[src/rtl/fetch_queue_pkg.sv]
// Shared types and constants for the fetch-to-decode decoupling queue.
// Optional feature macro used by the top: FETCH_QUEUE_BYPASS_EN.
package fetch_queue_pkg;

    localparam int FQ_XLEN          = 32;
    localparam int FQ_DEFAULT_DEPTH = 4;

    // addi x0, x0, 0 presented to decode whenever nothing valid is buffered
    localparam logic [FQ_XLEN-1:0] NOP_INST = 32'h0000_0013;

    typedef struct packed {
        logic [FQ_XLEN-1:0] pc;
        logic [FQ_XLEN-1:0] inst;
        logic               t_nt;
        logic               hit;
    } fetch_bundle_t;

endpackage

[src/rtl/fetch_queue_mem.sv]
// Bundle storage for fetch_queue: one write port, asynchronous read port.
// The array has no reset; the top tracks which entries are valid.
module fetch_queue_mem
    import fetch_queue_pkg::*;
#(
    parameter int DEPTH = FQ_DEFAULT_DEPTH
) (
    input  logic                       clk,
    input  logic                       we,
    input  logic [$clog2(DEPTH)-1:0]   waddr,
    input  fetch_bundle_t              wdata,
    input  logic [$clog2(DEPTH)-1:0]   raddr,
    output fetch_bundle_t              rdata
);

    fetch_bundle_t entries_q [DEPTH];

    always_ff @(posedge clk) begin
        if (we) begin
            entries_q[waddr] <= wdata;
        end
    end

    assign rdata = entries_q[raddr];

endmodule

[src/rtl/fetch_queue.sv]
// Fetch/decode decoupling FIFO with one-cycle flush and NOP-when-empty output.
// Define FETCH_QUEUE_BYPASS_EN for same-cycle fall-through on an empty queue.
module fetch_queue
    import fetch_queue_pkg::*;
#(
    parameter int DEPTH = FQ_DEFAULT_DEPTH,
    parameter int XLEN  = FQ_XLEN
) (
    input  logic                     clk,
    input  logic                     rst,
    input  logic                     flush,
    input  logic                     in_valid,
    input  logic [XLEN-1:0]          in_pc,
    input  logic [XLEN-1:0]          in_inst,
    input  logic                     in_t_nt,
    input  logic                     in_hit,
    output logic                     in_ready,
    output logic                     out_valid,
    output logic [XLEN-1:0]          out_pc,
    output logic [XLEN-1:0]          out_inst,
    output logic                     out_t_nt,
    output logic                     out_hit,
    input  logic                     out_ready,
    output logic [$clog2(DEPTH):0]   count
);

    localparam int PW = $clog2(DEPTH);
    localparam int CW = PW + 1;
    localparam logic [CW-1:0] DEPTH_C = CW'(DEPTH);

    logic [PW-1:0] wrPtr_q, wrPtr_d;
    logic [PW-1:0] rdPtr_q, rdPtr_d;
    logic [CW-1:0] count_q, count_d;

    fetch_bundle_t inBundle, memBundle, headBundle;
    logic empty, push, pop, clear, bypassActive, doWrite, doRead;

    assign inBundle = '{pc: in_pc, inst: in_inst, t_nt: in_t_nt, hit: in_hit};
    assign empty    = (count_q == '0);
    assign clear    = rst | flush;
    assign in_ready = (count_q < DEPTH_C);
    assign push     = in_valid & in_ready;

`ifdef FETCH_QUEUE_BYPASS_EN
    assign bypassActive = empty & push;
`else
    assign bypassActive = 1'b0;
`endif

    assign headBundle = bypassActive ? inBundle : memBundle;
    assign out_valid  = (~empty | bypassActive) & ~clear;
    assign pop        = out_valid & out_ready;

    // A bypassed bundle consumed in its arrival cycle never enters storage.
    assign doWrite = push & ~(bypassActive & pop);
    assign doRead  = pop & ~bypassActive;

    always_comb begin
        wrPtr_d = wrPtr_q;
        rdPtr_d = rdPtr_q;
        count_d = count_q;
        if (clear) begin
            wrPtr_d = '0;
            rdPtr_d = '0;
            count_d = '0;
        end else begin
            if (doWrite) wrPtr_d = wrPtr_q + 1'b1;
            if (doRead)  rdPtr_d = rdPtr_q + 1'b1;
            unique case ({doWrite, doRead})
                2'b10:   count_d = count_q + 1'b1;
                2'b01:   count_d = count_q - 1'b1;
                default: count_d = count_q;
            endcase
        end
    end

    always_ff @(posedge clk) begin
        if (rst) begin
            wrPtr_q <= '0;
            rdPtr_q <= '0;
            count_q <= '0;
        end else begin
            wrPtr_q <= wrPtr_d;
            rdPtr_q <= rdPtr_d;
            count_q <= count_d;
        end
    end

    fetch_queue_mem #(
        .DEPTH (DEPTH)
    ) u_mem (
        .clk   (clk),
        .we    (doWrite & ~clear),
        .waddr (wrPtr_q),
        .wdata (inBundle),
        .raddr (rdPtr_q),
        .rdata (memBundle)
    );

    always_comb begin
        out_pc   = '0;
        out_inst = NOP_INST;
        out_t_nt = 1'b0;
        out_hit  = 1'b0;
        if (out_valid) begin
            out_pc   = headBundle.pc;
            out_inst = headBundle.inst;
            out_t_nt = headBundle.t_nt;
            out_hit  = headBundle.hit;
        end
    end

    assign count = count_q;

endmodule

[config.mk]
export PLATFORM = sky130hd
export DESIGN_NAME = fetch_queue
export DESIGN_NICKNAME = d
export VERILOG_FILES = /design/src/rtl/fetch_queue_pkg.sv /design/src/rtl/fetch_queue_mem.sv /design/src/rtl/fetch_queue.sv
export SDC_FILE = /design/constraint.sdc
export NUM_CORES = 1
export LEC_CHECK = 0
export BUFFER_PORTS_ARGS = -buffer_cell sky130_fd_sc_hd__buf_2
export CORE_ASPECT_RATIO = 0.9
export CORE_MARGIN = 5
export CORE_UTILIZATION = 57
export DETAILED_ROUTE_END_ITERATION = 10
export PLACE_DENSITY = 0.78
export SLEW_MARGIN = 25
export SYNTH_ARGS = -nofsm -noshare
export SYNTH_HDL_FRONTEND = slang
export SYNTH_HIERARCHICAL = 1
export SYNTH_SLANG_ARGS = --single-unit
export TNS_END_PERCENT = 100
[constraint.sdc]
create_clock -name clk -period 8.75 [get_ports clk]
set_clock_uncertainty 0.1 [all_clocks]
set_input_delay 0 -clock clk [delete_from_list [all_inputs] [get_ports clk]]
set_output_delay 0 -clock clk [all_outputs]
set_load 0.05 [all_outputs]
==> run metrics, run 1 <==
Overall Global Routing Usage=19.59%; Antenna Violating Nets Remaining=0; final hold violations=0; Mapped Nets=534; final-stage net count=between 700 and 800; H-tree levels=1; CP required=8.65 ns; max-cap viol count=0; share of layout cells above drive strength 1=36.02%; IO Port Bufs=141; Post-Route Setup TNS=0 ns; initial DRC count=roughly 380; Post-Place Cells=826; Post-Syn Area=10390 um2; Via density=5.592; initial antenna violation count=1; Synth Area per Inst=22.53 um2; hold depth=2; Yosys reg bits=271; reg2reg path depth=4; Setup violations, final=0; status=finished, final reports clean; Slew @ Worst Pin=~1.0 ns; Worst Hold Class=in2reg; largest net degree at the start of global routing=68; warnings from Yosys=6; area of the multi-input gates=2148 um2; Tcrit/Tclk final=37.02%; CP startpoint kind=flip-flop; Top Ports=142; max-slew violations=0; Syn-to-layout area delta=23.75%; CP max FO=37; Detailed Routing Iterations Pass 1=4; Area after DPL=11290 um2; Reg2Reg Launch Point=count[2]; clock buffer count from CTS=27; die width=152.3 um; cells after synthesis=461; CTS tree=yes; final core occ=~72%; Hold Path Sink=u_mem/entries_q[2][42]; post-synth cell types=25; Die ar.=around 21000 um2; GR Overflow Total=0; endpoint class of the critical path=primary output; global-route wire length before repair=around 33000 um; Reg2Reg Setup Slack=~6.2 ns; Starting Density=around 60%; Avg WL per Cell=between 20 and 25 um; DRC Markers=0; worst vdd ir=between 200 and 250 uV; Bufs on Longest Clock Path=3; core area=17780 um2; worst skew pair latency=0.51 ns; P_leak=4.446 nW; final instance count without filler cells=948; clock tree sinks=271; power per cell area=205.3 nW/um2; post-DP HPWL=11310 um; # resized after CTS=0; Ant. Diodes=0; register area=8075 um2; unrepaired setup endpoints after global routing=no; Rel. slew slack=31.32%; post-route cell area=12850 um2; Die Span Y=138.1 um; clock-pin slew on the worst setup and hold paths=0.06 ns; hold_sp=in_pc[8]; Peak Freq=0.3087 GHz; FF-to-FF End=u_mem/entries_q[2][14]; number of fill cells=about 1.0k; Detailed Route WL=20310 um; Std-Cell Rows=46; vias post-DR=5301; Clock Root Buffer=clkbuf_16; crit path time final=3.239 ns; Placer Congestion=~0.73; number of global-route vias before repair=5781; WP data arrival=3.14 ns; critical path class=reg2out; sequential area share after synthesis=77.67%
## Yosys cell counts (all sizes together)
cell type	n	area, um2
dfxtp	7	140.1
buf	20	173.9
and3b	2	17.52
edfxtp	264	7928
clkbuf	2	7.510
ha	1	12.51
o311ai	1	8.760
inv	4	15.01
mux4	66	1486
and3	1	6.260
nor2	9	33.78
o21ai	1	5.000
fa	1	20.02
nor3b	1	7.510
or2	1	6.260
and2	64	400.4
nand3b	1	7.510
a21oi	2	10.01
o31ai	1	7.510
or3	4	25.02
nor3	1	10.01
xor2	6	52.55
nand2b	1	6.260
## report_power, final
part           total [mW]  switching (mW)  internal, mW
registers            1.44         0.00618          1.44
clock network        1.08           0.451         0.626
logic               0.118          0.0626        0.0557
## critical path: stages (launching register included)
cell and delay [ns]:
dfxtp_4 0.76, buf_4 0.68, mux4_2 0.57, or3_1 0.37, buf_2 0.22
## stage by stage
stage | hold slack (ns) | total power [mW] | worst slack, ns
global route | 0.1311 | 2.730 | 5.223
global placement | 0.1085 | 1.558 | 5.882
detailed placement | 0.1166 | 1.564 | 5.905
finish | 0.1350 | 2.639 | 5.511
CTS | 0.1036 | 2.666 | 5.345
floorplan | -0.001131 | 1.525 | 2.258
## final cells by class
class,count,area share (%)
Multi-Input combinational cell,164,16.71
Sequential cell,271,62.82
Inverter,4,0.1168
Timing Repair Buffer,220,11.60
Clock inverter,14,0.9247
Tap cell,240,2.336
Clock buffer,35,5.490
## routing by layer
metal / share of wire, % / vias to the layer above / GRT usage (%)
met4: 1.7 / 2 / 3.926
met2: 51 / 186 / 33.16
met1: 41 / 2747 / 26.72
met5: 0.034 / - / 0
met3: 6.7 / 29 / 4.493
li1: - / 2337 / -
## cell usage in the layout, fill, tap and decap left out, drive strengths merged, types with 2 or more instances in the layout
cell and instances:
edfxtp 264, buf 148, dlygate4sd3 72, mux4 66
and2 64, clkbuf 35, clkinv 10, nor2 9
dfxtp 7, xor2 6, inv 5, or3 4
a21oi 2, bufinv 2, and3b 2
## repair_timing
| item | CTS | global route |
|---|---|---|
| hold buffers | 72 | 0 |
| endpoints found under the hold margin | 271 | 0 |
| buffers inserted | 0 | 0 |
## worst max path at each step
stage                     slack [ns]        from  cells after the start                    end
after floorplan                 2.26    count[2]                      3  u_mem/entries_q[0][0]
after global placement          5.88  rdPtr_q[0]                      4            out_inst[4]
after detailed placement        5.91  rdPtr_q[0]                      4            out_inst[4]
after CTS                       5.34  rdPtr_q[0]                      4            out_inst[4]
after global routing            5.22  rdPtr_q[0]                      4            out_inst[4]
final                           5.51  rdPtr_q[0]                      4            out_inst[4]
## cell families after synthesis
logic type | count (synthesis) | share of synthesized area [%]
buf+inv | 26 | 1.891
mux | 66 | 14.31
simple gates | 85 | 5.011
flops | 271 | 77.67
xor+xnor | 6 | 0.5059
compound gates | 5 | 0.3011
fa+ha+maj | 2 | 0.3132
## state kept, by name (all words and copies together) (netlist names)
| signal | flops |
|---|---|
| count | 3 |
| rdPtr_q | 2 |
| u_mem/entries_q | 264 |
| wrPtr_q | 2 |
(Power assumes the default switching activity.)
==> inputs of run 2 (changes only) <==
CORE_UTILIZATION = 51   (was 57)
PLACE_DENSITY = 0.74   (was 0.78)
clock period = 2.72 ns   (was 8.75 ns; I/O delays follow)
==> run 2 against run 1 <==
Global-route usage down 1.7 points. Power rose to 3.3 times the previous value. Sequential cell count unchanged. Critical endpoint is now out_inst[20]. Critical path type unchanged. Count of clock-buffer cells in the layout down 2.
==> run metrics, run 2 (synthesis gave the netlist of run 1 again) <==
status=finished, final reports clean (unchanged); Placer Congestion=0.7319 (was 0.7273); clock tree sinks=271 (unchanged); reg2reg path depth=9 (was 4); critical path class=reg2out (unchanged); hold depth=2 (unchanged); commonest non-fill, non-tap cell in the layout=edfxtp_1 (unchanged); final core occ=65.22% (was 72.28%); Rel. slew slack=58.41% (was 31.32%); Setup violations, final=0 (unchanged); initial DRC count=312 (was 377); Die ar.=23330 um2 (was 21030 um2); hold_sp=in_pc[26] (was in_pc[8]); P_leak=4.512 nW (was 4.446 nW); Post-Place Cells=848 (was 826); number of global-route vias before repair=5927 (was 5781); most flop-heavy register=u_mem/entries_q (unchanged); final hold violations=0 (unchanged); Worst Hold Class=in2reg (unchanged); global-route wire length before repair=32910 um (was 32660 um); unrepaired setup endpoints after global routing=no (unchanged); final instance count without filler cells=970 (was 948); CTS tree=yes (unchanged); grt met2 use=30.13% (was 33.16%); Hold Path Sink=u_mem/entries_q[0][60] (was u_mem/entries_q[2][42]); Peak Freq=0.4044 GHz; Reg2Reg Launch Point=count[0] (was count[2]); Avg WL per Cell=21.12 um (was 21.43 um); Top Ports=142 (unchanged); power per cell area=660.0 nW/um2 (was 205.3 nW/um2); Slew @ Worst Pin=0.6238 ns (was 1.030 ns); share of layout cells above drive strength 1=38.10% (was 36.02%); endpoint class of the critical path=primary output (unchanged); CP max FO=35 (was 37); IO Port Bufs=141 (unchanged); post-DP HPWL=12540 um (was 11310 um); Die Span Y=145.4 um (was 138.1 um); Overall Global Routing Usage=17.91% (was 19.59%); Reg2Reg Setup Slack=0.57 ns (was 6.20 ns); Std-Cell Rows=49 (was 46); worst skew pair latency=0.53 ns (was 0.51 ns); initial antenna violation count=1 (unchanged); most frequent cells in the layout=edfxtp_1 (264), buf_2 (141), dlygate4sd3_1 (71) (was edfxtp_1 (264), buf_2 (141), dlygate4sd3_1 (72)); Bufs on Longest Clock Path=3 (unchanged); FF-to-FF End=count[2] (was u_mem/entries_q[2][14]); Detailed Routing Iterations Pass 1=4 (unchanged); max-cap viol count=0 (unchanged); Post-CTS Setup Bufs=0 (unchanged); GRT busiest layer=met2 (unchanged); Syn-to-layout area delta=25.49% (was 23.75%); clock buffer count from CTS=27 (unchanged); max-slew violations=0 (unchanged); DRC Markers=0 (unchanged); final-stage net count=766 (was 761); die width=160.4 um (was 152.3 um); clock-pin slew on the worst setup and hold paths=0.06 ns (about the same); Antenna Violating Nets Remaining=0 (unchanged); Detailed Route WL=20490 um (was 20310 um); core area=19990 um2 (was 17780 um2); CP startpoint kind=flip-flop (unchanged); Tcrit/Tclk final=90.91%; GR Overflow Total=0 (unchanged); WP data arrival=2.37 ns (was 3.14 ns); H-tree levels=1 (unchanged); post-route setup slack=0.2472 ns (was 5.511 ns); Starting Density=51.97% (was 58.41%); largest net degree at the start of global routing=65 (was 68); met3 GRT Util=4.361% (was 4.493%); crit path time final=about 2.5 ns; met1 Usage GRT=23.81% (was 26.72%); max FFs per register=264 (unchanged); Via density=5.338 (was 5.592); pre-CTS WS=0.4351 ns (was 5.905 ns); worst vdd ir=579.7 uV (was 223.5 uV); Clock Root Buffer=clkbuf_16 (unchanged); CP required=2.62 ns (was 8.65 ns); vias post-DR=5178 (was 5301); Hold Slack=0.1175 ns (was 0.1350 ns)
==> run 2: cell types whose count changed in the layout (fill, tap and decap cells not counted), moves of 2 or more <==
cell / change
clkinv_1: -3
buf_12: +5
clkinv_2: +5
dfxtp_2: +2
dfxtp_1: -3
clkbuf_1: -2
==> run 2: worst max-delay path by stage <==
stage | start | to | slack [ns] | depth (start not counted)
final | rdPtr_q[1] | out_inst[20] | 0.25 | 4
after global routing | flush | out_pc[12] | 0.12 | 7
after CTS | rdPtr_q[1] | out_pc[12] | 0.20 | 4
after detailed placement | flush | count[2] | 0.44 | 10
after global placement | flush | count[2] | 0.56 | 10
after floorplan | count[2] | u_mem/entries_q[0][0] | -0.21 | 3
==> run 2: per-stage QoR <==
step	instance area (um2)	TNS (ns)	power, mW
2_1_floorplan	10420	-13.70	4.904
3_3_place_gp	11460	0	5.022
3_5_place_dp	11460	0	5.041
4_1_cts	13030	0	8.700
5_1_grt	13040	0	8.889
6_report	13040	0	8.603
==> run 2: layer usage <==
layer  part of all wire [%]  vias to the layer above
met5                      0                        -
met4                    1.9                        0
met3                    7.3                       28
met2                     50                      177
met1                     40                     2628
li1                       -                     2345
==> run 2: critical path, cell delays in order, from the launching register on <==
cell and delay (ns):
dfxtp_4 0.71, buf_4 0.40, mux4_2 0.36, and2_1 0.15, buf_2 0.20
==> run 2: what timing repair did <==
item / 4_1_cts / 5_1_grt
hold buffers: 71 / 0
gates resized for setup: 0 / 0
hold endpoints to repair: 270 / 0
==> run 2: layout make-up <==
type	instances	area (um2)
inverter	4	15.01
clock inverter	17	160.2
clock buffer	33	698.2
fill	1332	6952
timing repair buffer	225	1589
multi-input combinational	164	2170
tap	255	319.1
antenna	1	2.502
sequential	271	8082
==> run 2: report_power, final <==
part | internal (mW) | switching (mW) | total [mW]
clock | 2.11 | 1.47 | 3.57
sequential | 4.62 | 0.0159 | 4.64
combinational | 0.183 | 0.206 | 0.389
==> inputs of run 3 (changes only) <==
SYNTH_HIERARCHICAL = not set   (was 1)
==> run 3 against run 2 <==
Worst hold slack better by 0.012 ns. Clock power is 7.3% lower. Via count is 5.1% higher. Design area is 0.84% higher. Sequential share of layout area is 0.26 points lower. Utilization is 0.14 points higher. Routed wire length is 1.4% higher. Sequential power hardly changed. Synthesized area is 0.72% higher. First-iteration DRC count is 42% higher.
==> run metrics, run 3 <==
register area=8115 um2 (was 8082 um2); post-DP HPWL=12620 um (was 12540 um); Mapped Nets=557 (was 534); FFs w/ async S/R, synth=0% (unchanged); Std-Cell Rows=49 (unchanged); number of global-route vias before repair=5961 (was 5927); Tcrit/Tclk final=95.52% (was 90.91%); critical path's largest stage delay=0.60 ns (was 0.71 ns); WP data arrival=2.94 ns (was 2.37 ns); family with the most delay on the worst path=buffers and inverters (was flip-flops); final instance count without filler cells=983 (was 970); Critical path buffers and inverters=4 (was 2); Antenna Violating Nets Remaining=0 (unchanged); worst skew pair latency=0.51 ns (was 0.53 ns); clock tree sinks=273 (was 271); vias post-DR=5443 (was 5178); Post-Place Cells=864 (was 848); Peak Freq=0.3849 GHz (was 0.4044 GHz); pre-CTS WS=0.4569 ns (was 0.4351 ns); final hold violations=0 (unchanged); number of fill cells=1365 (was 1332); Die Span Y=145.9 um (was 145.4 um); Ant. Diodes=0 (was 1); IO Port Bufs=141 (unchanged); warnings from Yosys=0 (was 6); most frequent cells in the layout=edfxtp_1 (264), buf_2 (141), dlygate4sd3_1 (73) (was edfxtp_1 (264), buf_2 (141), dlygate4sd3_1 (71)); initial DRC count=443 (was 312); Clock Root Buffer=clkbuf_16 (unchanged); Detailed Route WL=20770 um (was 20490 um); Overall Global Routing Usage=17.66% (was 17.91%); worst vdd ir=526.8 uV (was 579.7 uV); Die ar.=23480 um2 (was 23330 um2); Syn-to-layout area delta=25.63% (was 25.49%); Worst Hold Class=in2reg (unchanged); Top Ports=142 (unchanged); Starting Density=52.03% (was 51.97%); Slew @ Worst Pin=0.6216 ns (was 0.6238 ns); CP startpoint kind=primary input (was flip-flop); Post-Route Setup TNS=0 ns (unchanged); Synth Area per Inst=21.80 um2 (was 22.53 um2); share of layout cells above drive strength 1=36.54% (was 38.10%); max-cap viol count=0 (unchanged); Avg WL per Cell=21.13 um (was 21.12 um); cells after synthesis=480 (was 461); GR Overflow Total=0 (unchanged); DRC Markers=0 (unchanged); crit path time final=2.598 ns (was 2.473 ns); critical path, cell by cell=dlygate4sd3_1, buf_2, nor2_4, dlygate4sd3_1, nand2_1, nor2_1, ha_1, inv_1, fa_1, xor2_1, or3_1, a21oi_1 (was buf_4, mux4_2, and2_1, buf_2); status=finished, final reports clean (unchanged); Post-synth EDFFs=264 (unchanged); Via density=5.537 (was 5.338); Post-CTS Setup Bufs=0 (unchanged); unrepaired setup endpoints after global routing=no (unchanged); max-slew violations=0 (unchanged); Detailed Routing Iterations Pass 1=4 (unchanged); core area=20110 um2 (was 19990 um2); clock buffer count from CTS=26 (was 27); Bufs on Longest Clock Path=3 (unchanged); Rel. slew slack=58.56% (was 58.41%); CTS tree=yes (unchanged); post-route setup slack=0.1217 ns (was 0.2472 ns); sequential area share after synthesis=77.49% (was 77.67%); largest net degree at the start of global routing=64 (was 65); # resized after CTS=0 (unchanged); max FFs per register=264 (unchanged); Setup violations, final=0 (unchanged); H-tree levels=1 (unchanged); slowest cell on the critical path=dlygate4sd3_1 (was dfxtp_4); Synth top area share=75.77% (was 76.32%); most frequent cell on the critical path=dlygate4sd3_1; final-stage net count=787 (was 766); CP max FO=4 (was 35); Synth Flop Type=edfxtp_1 (unchanged); Placer Congestion=0.7823 (was 0.7319); count leader, synth=edfxtp_1 (unchanged); CP required=3.06 ns (was 2.62 ns); largest cells by area after synthesis=edfxtp_1 (76%), mux4_2 (14%), and3_1 (4.0%) (was edfxtp_1 (76%), mux4_2 (14%), and2_1 (3.9%)); endpoint class of the critical path=flip-flop (was primary output); global-route wire length before repair=32640 um (was 32910 um); commonest non-fill, non-tap cell in the layout=edfxtp_1 (unchanged); area leader, netlist=edfxtp_1 (unchanged); area of the multi-input gates=2191 um2 (was 2170 um2); post-synth cell types=24 (was 25); Yosys reg bits=273 (was 271); initial antenna violation count=0 (was 1); hold_buf cts=73 (was 71); die width=161.0 um (was 160.4 um); clock-pin slew on the worst setup and hold paths=0.06 ns (about the same); Post-Syn Area=10460 um2 (was 10390 um2); P_leak=4.777 nW (was 4.512 nW); power per cell area=639.8 nW/um2 (was 660.0 nW/um2); critical path class=in2reg (was reg2out); most flop-heavy register=u_mem.entries_q (was u_mem/entries_q); Pwr Total=8.409 mW (was 8.603 mW); Post-synth top cells=edfxtp_1 (264), and3_1 (67), mux4_2 (66) (was edfxtp_1 (264), mux4_2 (66), and2_1 (64))
-- run 3: cell types whose count changed after synthesis, sizes merged, moves of 2 or more --
cell	delta
and3	+66
and2	-64
clkbuf	+16
buf	-8
inv	+5
ha	+4
xor2	-3
and3b	-2
dfxtp	+2
-- run 3: layout make-up --
type                            count  share of cell area (%)
Clock buffer                       42                   5.873
Tap cell                          255                   2.427
Inverter                            9                  0.2570
Sequential cell                   273                   61.74
Multi-Input combinational cell    168                   16.67
Clock inverter                      4                  0.1238
Timing Repair Buffer              232                   12.91
-- run 3: stage by stage --
stage | area [um2] | hold WS, ns | util (%)
6_report | 13140 | 0.1292 | 65.36
4_1_cts | 13140 | 0.1119 | 65.36
3_5_place_dp | 11620 | 0.1159 | 57.81
2_1_floorplan | 10470 | -0.001131 | -
3_3_place_gp | 11620 | 0.1088 | 57.81
5_1_grt | 13140 | 0.1226 | 65.36
-- run 3: power breakdown --
part / switching (mW) / internal (mW)
sequential: 0.0167 / 4.65
clock: 1.39 / 1.92
combinational: 0.235 / 0.193
total: 1.64 / 6.77
-- run 3: path summary, 6_finish.rpt --
| path | slack [ns] | startpoint | depth (start not counted) | endpoint |
|---|---|---|---|---|
| worst min register to register | 0.47 | rdPtr_q[0] | 1 | rdPtr_q[0] |
| worst max register to register | 0.42 | count[2] | 9 | count[2] |
| worst max-delay path | 0.12 | flush | 12 | count[2] |
| worst min-delay path | 0.13 | in_pc[13] | 2 | u_mem.entries_q[3][47] |
-- run 3: cell families (layout without fill, tap and decap cells) --
logic type | after synthesis | after routing | share of synthesized area (%)
compound gates | 7 | 7 | 0.4424
mux | 67 | 67 | 14.30
flops | 273 | 273 | 77.49
simple gates | 84 | 84 | 4.795
xor+xnor | 4 | 4 | 0.3349
fa+ha+maj | 6 | 6 | 0.7893
buf+inv | 39 | 287 | 1.842
-- run 3: per-layer routing --
layer	wire [um]	track usage, %	share of wire, %
met5	0	0	0
met4	486	4.691	2.3
met3	1390	3.767	6.7
met2	10520	30.21	51
met1	8375	23.33	40
